$ cat config.mk
export PLATFORM = sky130hd
export DESIGN_NAME = prog_mem_loader
export DESIGN_NICKNAME = d
export VERILOG_FILES = /design/src/rtl/prog_mem_loader.sv
export SDC_FILE = /design/constraint.sdc
export NUM_CORES = 2
export LEC_CHECK = 0
export CORE_UTILIZATION = 57
export CTS_CLUSTER_SIZE = 14
export DETAILED_ROUTE_END_ITERATION = 6
export PLACE_DENSITY = 0.79
export REMOVE_ABC_BUFFERS = 1
export SYNTH_ARGS = -nofsm -noshare
export SYNTH_HDL_FRONTEND = slang
export SYNTH_SLANG_ARGS = --single-unit
$ cat constraint.sdc
create_clock -name clk -period 4.7 [get_ports clk]
set_input_delay 1.41 -clock clk [delete_from_list [all_inputs] [get_ports clk]]
set_output_delay 1.41 -clock clk [all_outputs]
set_load 0.02 [all_outputs]
$ cat src/rtl/prog_mem_loader.sv
// prog_mem_loader: byte-wide program/data memory for the 6502 core.
// A loader port fills the array byte-serially while the CPU is held in
// reset; afterwards the CPU gets registered reads (with optional wait
// states) and single-cycle writes inside a BASE_ADDR-relative window.
// Memory contents deliberately survive reset so a partially loaded image
// is kept when the loader is interrupted.

module prog_mem_loader #(
    parameter int unsigned       ADDR_W      = 16,
    parameter int unsigned       DEPTH       = 256,
    parameter logic [ADDR_W-1:0] BASE_ADDR   = 16'h0000,
    parameter int unsigned       WAIT_STATES = 0,
    parameter logic [7:0]        FILL_BYTE   = 8'hEA
) (
    input  logic              clk,
    input  logic              reset,
    input  logic              load_en,
    input  logic              load_valid,
    input  logic [7:0]        load_data,
    input  logic              load_last,
    output logic              load_ready,
    output logic [ADDR_W-1:0] load_count,
    output logic              load_overflow,
    output logic              cpu_hold,
    input  logic [ADDR_W-1:0] cpu_addr,
    input  logic              cpu_we,
    input  logic [7:0]        cpu_wdata,
    output logic [7:0]        cpu_din,
    output logic              cpu_rdy
);

    localparam int unsigned      IDX_W     = $clog2(DEPTH);
    // One extra bit so the counter can hold DEPTH even when DEPTH == 2**ADDR_W.
    localparam logic [ADDR_W:0]  DEPTH_EXT = (ADDR_W + 1)'(DEPTH);
    localparam logic [3:0]       WAIT_INIT = 4'(WAIT_STATES);

    localparam logic [1:0] ST_IDLE = 2'd0;
    localparam logic [1:0] ST_LOAD = 2'd1;
    localparam logic [1:0] ST_RUN  = 2'd2;

    // True when the CPU address falls inside the mapped window.
    function automatic logic in_window(input logic [ADDR_W-1:0] a);
        logic [ADDR_W-1:0] off;
        off = a - BASE_ADDR;
        return (a >= BASE_ADDR) && ({1'b0, off} < DEPTH_EXT);
    endfunction

    // Array index of a CPU address (only meaningful when in_window is true).
    function automatic logic [IDX_W-1:0] window_index(input logic [ADDR_W-1:0] a);
        logic [ADDR_W-1:0] off;
        off = a - BASE_ADDR;
        return off[IDX_W-1:0];
    endfunction

    logic [1:0]        state_r;
    logic [1:0]        state_nxt_s;
    logic [ADDR_W:0]   cnt_r;
    logic              ovf_r;
    logic              load_ready_r;
    logic              cpu_hold_r;
    logic              rdy_r;
    logic [7:0]        din_r;
    logic [ADDR_W-1:0] addr_q_r;
    logic [3:0]        wait_cnt_r;
    logic [3:0]        wait_nxt_s;
    logic              xfer_s;
    logic              load_start_s;
    logic              load_wr_s;
    logic              cpu_wr_s;
    logic              cpu_in_range_s;
    logic              hold_nxt_s;
    logic [IDX_W-1:0]  cpu_idx_s;
    logic [IDX_W-1:0]  load_idx_s;
    logic [7:0]        mem_r [DEPTH];

    // Decode of load handshake, address window and write enables.
    always_comb begin
        xfer_s         = 1'b0;
        load_start_s   = 1'b0;
        load_wr_s      = 1'b0;
        cpu_wr_s       = 1'b0;
        cpu_in_range_s = in_window(cpu_addr);
        cpu_idx_s      = window_index(cpu_addr);
        load_idx_s     = cnt_r[IDX_W-1:0];
        if (state_r == ST_LOAD) begin
            xfer_s = load_valid && load_ready_r;
        end else begin
            xfer_s = 1'b0;
        end
        if (((state_r == ST_IDLE) || (state_r == ST_RUN)) && load_en) begin
            load_start_s = 1'b1;
        end else begin
            load_start_s = 1'b0;
        end
        if (xfer_s && (cnt_r < DEPTH_EXT)) begin
            load_wr_s = 1'b1;
        end else begin
            load_wr_s = 1'b0;
        end
        if ((state_r == ST_RUN) && cpu_we && cpu_in_range_s) begin
            cpu_wr_s = 1'b1;
        end else begin
            cpu_wr_s = 1'b0;
        end
    end

    // Next-state logic for the IDLE/LOAD/RUN controller.
    always_comb begin
        state_nxt_s = state_r;
        case (state_r)
            ST_IDLE: begin
                if (load_en) begin
                    state_nxt_s = ST_LOAD;
                end else begin
                    state_nxt_s = ST_RUN;
                end
            end
            ST_LOAD: begin
                // A final byte ends the load even when it was discarded.
                if (xfer_s && load_last) begin
                    state_nxt_s = ST_RUN;
                end else if (!load_en) begin
                    state_nxt_s = ST_RUN;
                end else begin
                    state_nxt_s = ST_LOAD;
                end
            end
            ST_RUN: begin
                if (load_en) begin
                    state_nxt_s = ST_LOAD;
                end else begin
                    state_nxt_s = ST_RUN;
                end
            end
            default: begin
                state_nxt_s = ST_IDLE;
            end
        endcase
        hold_nxt_s = (state_nxt_s != ST_RUN);
    end

    // Wait-state counter reload/decrement; any address change restarts it.
    always_comb begin
        wait_nxt_s = wait_cnt_r;
        if (cpu_addr != addr_q_r) begin
            wait_nxt_s = WAIT_INIT;
        end else if (wait_cnt_r != 4'd0) begin
            wait_nxt_s = wait_cnt_r - 4'd1;
        end else begin
            wait_nxt_s = 4'd0;
        end
    end

    // Controller state and the registered handshake outputs derived from it.
    always_ff @(posedge clk or negedge reset) begin
        if (!reset) begin
            state_r      <= ST_IDLE;
            load_ready_r <= 1'b0;
            cpu_hold_r   <= 1'b1;
        end else begin
            state_r      <= state_nxt_s;
            load_ready_r <= (state_nxt_s == ST_LOAD);
            cpu_hold_r   <= hold_nxt_s;
        end
    end

    // Load byte counter with saturation at DEPTH and sticky overflow flag.
    always_ff @(posedge clk or negedge reset) begin
        if (!reset) begin
            cnt_r <= '0;
            ovf_r <= 1'b0;
        end else if (load_start_s) begin
            cnt_r <= '0;
            ovf_r <= 1'b0;
        end else if (xfer_s) begin
            if (cnt_r < DEPTH_EXT) begin
                cnt_r <= cnt_r + 1'b1;
            end else begin
                ovf_r <= 1'b1;
            end
        end
    end

    // Storage array write port; loader and CPU writes are exclusive by state.
    always_ff @(posedge clk) begin
        if (load_wr_s) begin
            mem_r[load_idx_s] <= load_data;
        end else if (cpu_wr_s) begin
            mem_r[cpu_idx_s] <= cpu_wdata;
        end
    end

    // Registered read port; same-edge writes are seen one cycle later.
    always_ff @(posedge clk or negedge reset) begin
        if (!reset) begin
            din_r <= FILL_BYTE;
        end else if (cpu_in_range_s) begin
            din_r <= mem_r[cpu_idx_s];
        end else begin
            din_r <= FILL_BYTE;
        end
    end

    // Address tracking, wait counter and ready flag aligned with cpu_din.
    always_ff @(posedge clk or negedge reset) begin
        if (!reset) begin
            addr_q_r   <= '0;
            wait_cnt_r <= 4'd0;
            rdy_r      <= 1'b0;
        end else begin
            addr_q_r   <= cpu_addr;
            wait_cnt_r <= wait_nxt_s;
            rdy_r      <= (wait_nxt_s == 4'd0) && !hold_nxt_s;
        end
    end

    assign load_ready    = load_ready_r;
    assign load_count    = cnt_r[ADDR_W-1:0];
    assign load_overflow = ovf_r;
    assign cpu_hold      = cpu_hold_r;
    assign cpu_din       = din_r;
    assign cpu_rdy       = rdy_r;

endmodule

==> flow_metrics.tcl <==
set metrics [dict create \
    status "complete, no violations" \
    period_minus_slack_ns 3.94 \
    nFillCells 8441 \
    drv_slew 0 \
    post_drt_wl_per_cell_um 32.7 \
    regToRegSetupSlack_ns 1.64 \
    worst_slew_pin_slew_ns 1.04 \
    slowest_stage "or4_4" \
    dieArea_sq_um 146000 \
    setup_viol 0 \
    clk_pin_slew_ns 0.06 \
    path_common_cell "buf_4" \
    cp_max_fo 13 \
    nets 4587 \
    ctsRootBufferMaster "clkbuf_16" \
    fmax_mhz 254 \
    cts_hold_buf 0 \
    worstHoldStart "wait_cnt_r[0]" \
    fp.dieW_um 382 \
    io_buffer_count 65 \
    synth_xor_area_share_pct 0.256 \
    syn_to_final_growth_pct 16.2 \
    postCtsSetupBuffers 0 \
    ys_async_sr_fraction_pct 2.43 \
    grt_pass1_vias 44500 \
    hold_depth 1 \
    synth_top_family_by_area "multiplexers" \
    slew_headroom_pct 30.1 \
    track_usage_pct 30.0 \
    crit_path_start "cpu_addr[12]" \
    synth_compound_area_share_pct 3.15 \
    endpoint_kind "flop" \
    grt_antenna_before_repair 4 \
    syn_area_per_cell_sq_um 20.7 \
    yosysTopAreaCell "edfxtp_1" \
    io_pins 66 \
    die_height_um 382 \
    crit_type "in2reg" \
    timing.rr.start "cnt_r[10]" \
    finalPower_w 0.0384 \
    ys.flop_type "edfxtp_1" \
    synth_fa_ha_area_share_pct 0.0305 \
    dr.pass1.iters 6 \
    grt_max_degree 93 \
    worst_slack_ns 0.762 \
    cts_tree "yes" \
    cp_cell_sequence "clkdlybuf4s50_1, or4_4, nor2_4, nand2_4, buf_4, a31oi_1, or3_4, nor2_1, buf_4" \
    synth_top_area_share_pct 74.9 \
    ff2ff_path_depth 6 \
    cts_sinks 2099 \
    vias 44200 \
    utilization_pct 67.1 \
    min_path_type "reg2reg" \
    synth_area_sq_um 82100 \
    ys_types 67 \
    synth-simple-area-share_pct 3.10 \
    hold_viol 0 \
    clock_path_buffers 3 \
    placementRows 138 \
    slowest_delay_ns 0.60 \
    final_common_cell "edfxtp_1" \
    final_cell_mix "edfxtp_1, buf_4, mux4_2, nor2_1, mux2i_1" \
    place_congestion 0.900 \
    grt_pass1_wl_mm 312 \
    postRouteAntennaNets 0 \
    drt_wl_total_mm 216 \
    drive_gt1_share_pct 29.4 \
    power.density_nw_per_um2 403 \
    worstSetupStartpointType "input port" \
    synth_seq_area_share_pct 76.5 \
    dp_hpwl_mm 136 \
    place_ws_ns 0.0334 \
    initial_utilization_pct 57.7 \
    ys_top_cells_by_area "edfxtp_1, mux4_2, mux2i_1, nor2_1, dfrtp_1" \
    synth-edff-count 2048 \
    crit_arrival_ns 4.52 \
    muxShareOfSynthArea_pct 15.3 \
    drtIter0Drc 7100 \
    htree_levels 4 \
    rsz0062_at_grt "false" \
    drc 0 \
    hold_end "wait_cnt_r[0]" \
    cp.required_ns 5.28 \
    gr-total-overflow 0 \
    leakage_nw 31.3 \
    core_sq_um 142000 \
    fin_crit_sh_pct 83.8 \
    r2r_end "mem_r[160][3]" \
    clock_latency_ns 0.82 \
    synth-seq-cells 2099 \
    tritoncts.num_buffers 196 \
    ys_warn_count 0 \
    fin_skew_ns 0.0207 \
    ctsResizeCount 0 \
    maxCapViolCount 0 \
    syn_inst 3974 \
    peakVddDrop_uv 429 \
    via_per_inst 6.69 \
]
==> through the flow <==
stage / area [sq um] / instances / TNS (ns) / hold WS (ns)
after floorplan: 80800 / 3724 / -4239.66 / 0.448
after global placement: 89100 / 6239 / 0 / 0.461
after detailed placement: 89100 / 6239 / 0 / 0.474
after CTS: 95400 / 6604 / 0 / 0.482
after global routing: 95400 / 6605 / 0 / 0.513
final: 95400 / 6608 / 0 / 0.475
==> cells in the mapped netlist (4+ instances only) <==
| cell type | number |
|---|---|
| a211o_1 | 4 |
| a211oi_1 | 7 |
| a21oi_1 | 82 |
| a221oi_1 | 4 |
| a22o_1 | 11 |
| a22oi_1 | 42 |
| a31oi_1 | 11 |
| and2_1 | 4 |
| and4_1 | 4 |
| buf_1 | 26 |
| buf_2 | 88 |
| buf_4 | 48 |
| buf_6 | 13 |
| clkbuf_1 | 75 |
| dfrtp_1 | 45 |
| dfstp_2 | 6 |
| edfxtp_1 | 2048 |
| inv_1 | 12 |
| mux2_2 | 5 |
| mux2i_1 | 201 |
| mux4_2 | 467 |
| nand2_1 | 86 |
| nand2_4 | 5 |
| nand2b_1 | 12 |
| nand3_1 | 14 |
| nand3b_1 | 7 |
| nand4_1 | 8 |
| nor2_1 | 311 |
| nor2b_1 | 6 |
| nor3_1 | 26 |
| nor3b_1 | 4 |
| nor4_1 | 18 |
| o211ai_1 | 9 |
| o21ai_0 | 20 |
| o221ai_1 | 80 |
| o22ai_1 | 56 |
| or2_2 | 16 |
| or3_1 | 10 |
| or3_4 | 9 |
| xnor2_1 | 5 |
| xor2_1 | 19 |
==> registers in the layout, indices dropped and copies added (netlist names) <==
signal	cells
cnt_r	17
cpu_din	8
load_overflow	1
cpu_hold	1
load_ready	1
mem_r	2048
wait_cnt_r	4
addr_q_r	16
cpu_rdy	1
state_r	2
==> layer usage <==
layer | routed length, um | global-route usage, %
met5 | 13 | 0
met4 | 11500 | 14.3
met1 | 75000 | 40.4
met2 | 102000 | 46.6
met3 | 27000 | 7.44
==> worst max-delay path, delay by kind of cell <==
family                 cells  cell delay, ns
AO/OA/AOI/OAI              1            0.49
buffers and inverters      3            0.87
AND/OR/NAND/NOR            5            1.73
==> where the power goes <==
group / internal (W) / switching (W) / total (W)
combinational: 0.000787 / 0.00128 / 0.00206
sequential: 0.0205 / 0.0000107 / 0.0205
clock: 0.00895 / 0.00685 / 0.0158
total: 0.0303 / 0.00814 / 0.0384
==> area by class of cell <==
class	count	area (sq um)	share of cell area [%]
Clock inverter	123	1210	1.27
Tap cell	1890	2360	2.48
Inverter	13	53.8	0.0564
Sequential cell	2099	62800	65.8
Antenna cell	4	10.0	0.0105
Timing Repair Buffer	625	5820	6.10
Clock buffer	242	5120	5.37
Multi-Input combinational cell	1612	18000	18.9
==> cell families after synthesis <==
kind of cell,after synthesis
xor gates and xnor gates,24
AOI/OAI and AO/OA,362
adders and majority gates,2
muxes,673
buffers and inverters,263
DFF,2099
and+or+nand+nor,551
==> worst max path at each step <==
stage | endpoint | slack [ns] | cells after the start
floorplan | mem_r[0][0] | -1.94 | 4
global placement | mem_r[230][7] | 0.05 | 10
detailed placement | mem_r[230][7] | 0.03 | 10
CTS | load_count[7] | 0.89 | 1
global route | mem_r[160][3] | 0.73 | 9
finish | mem_r[226][4] | 0.76 | 9
(Power assumes the default switching activity.)
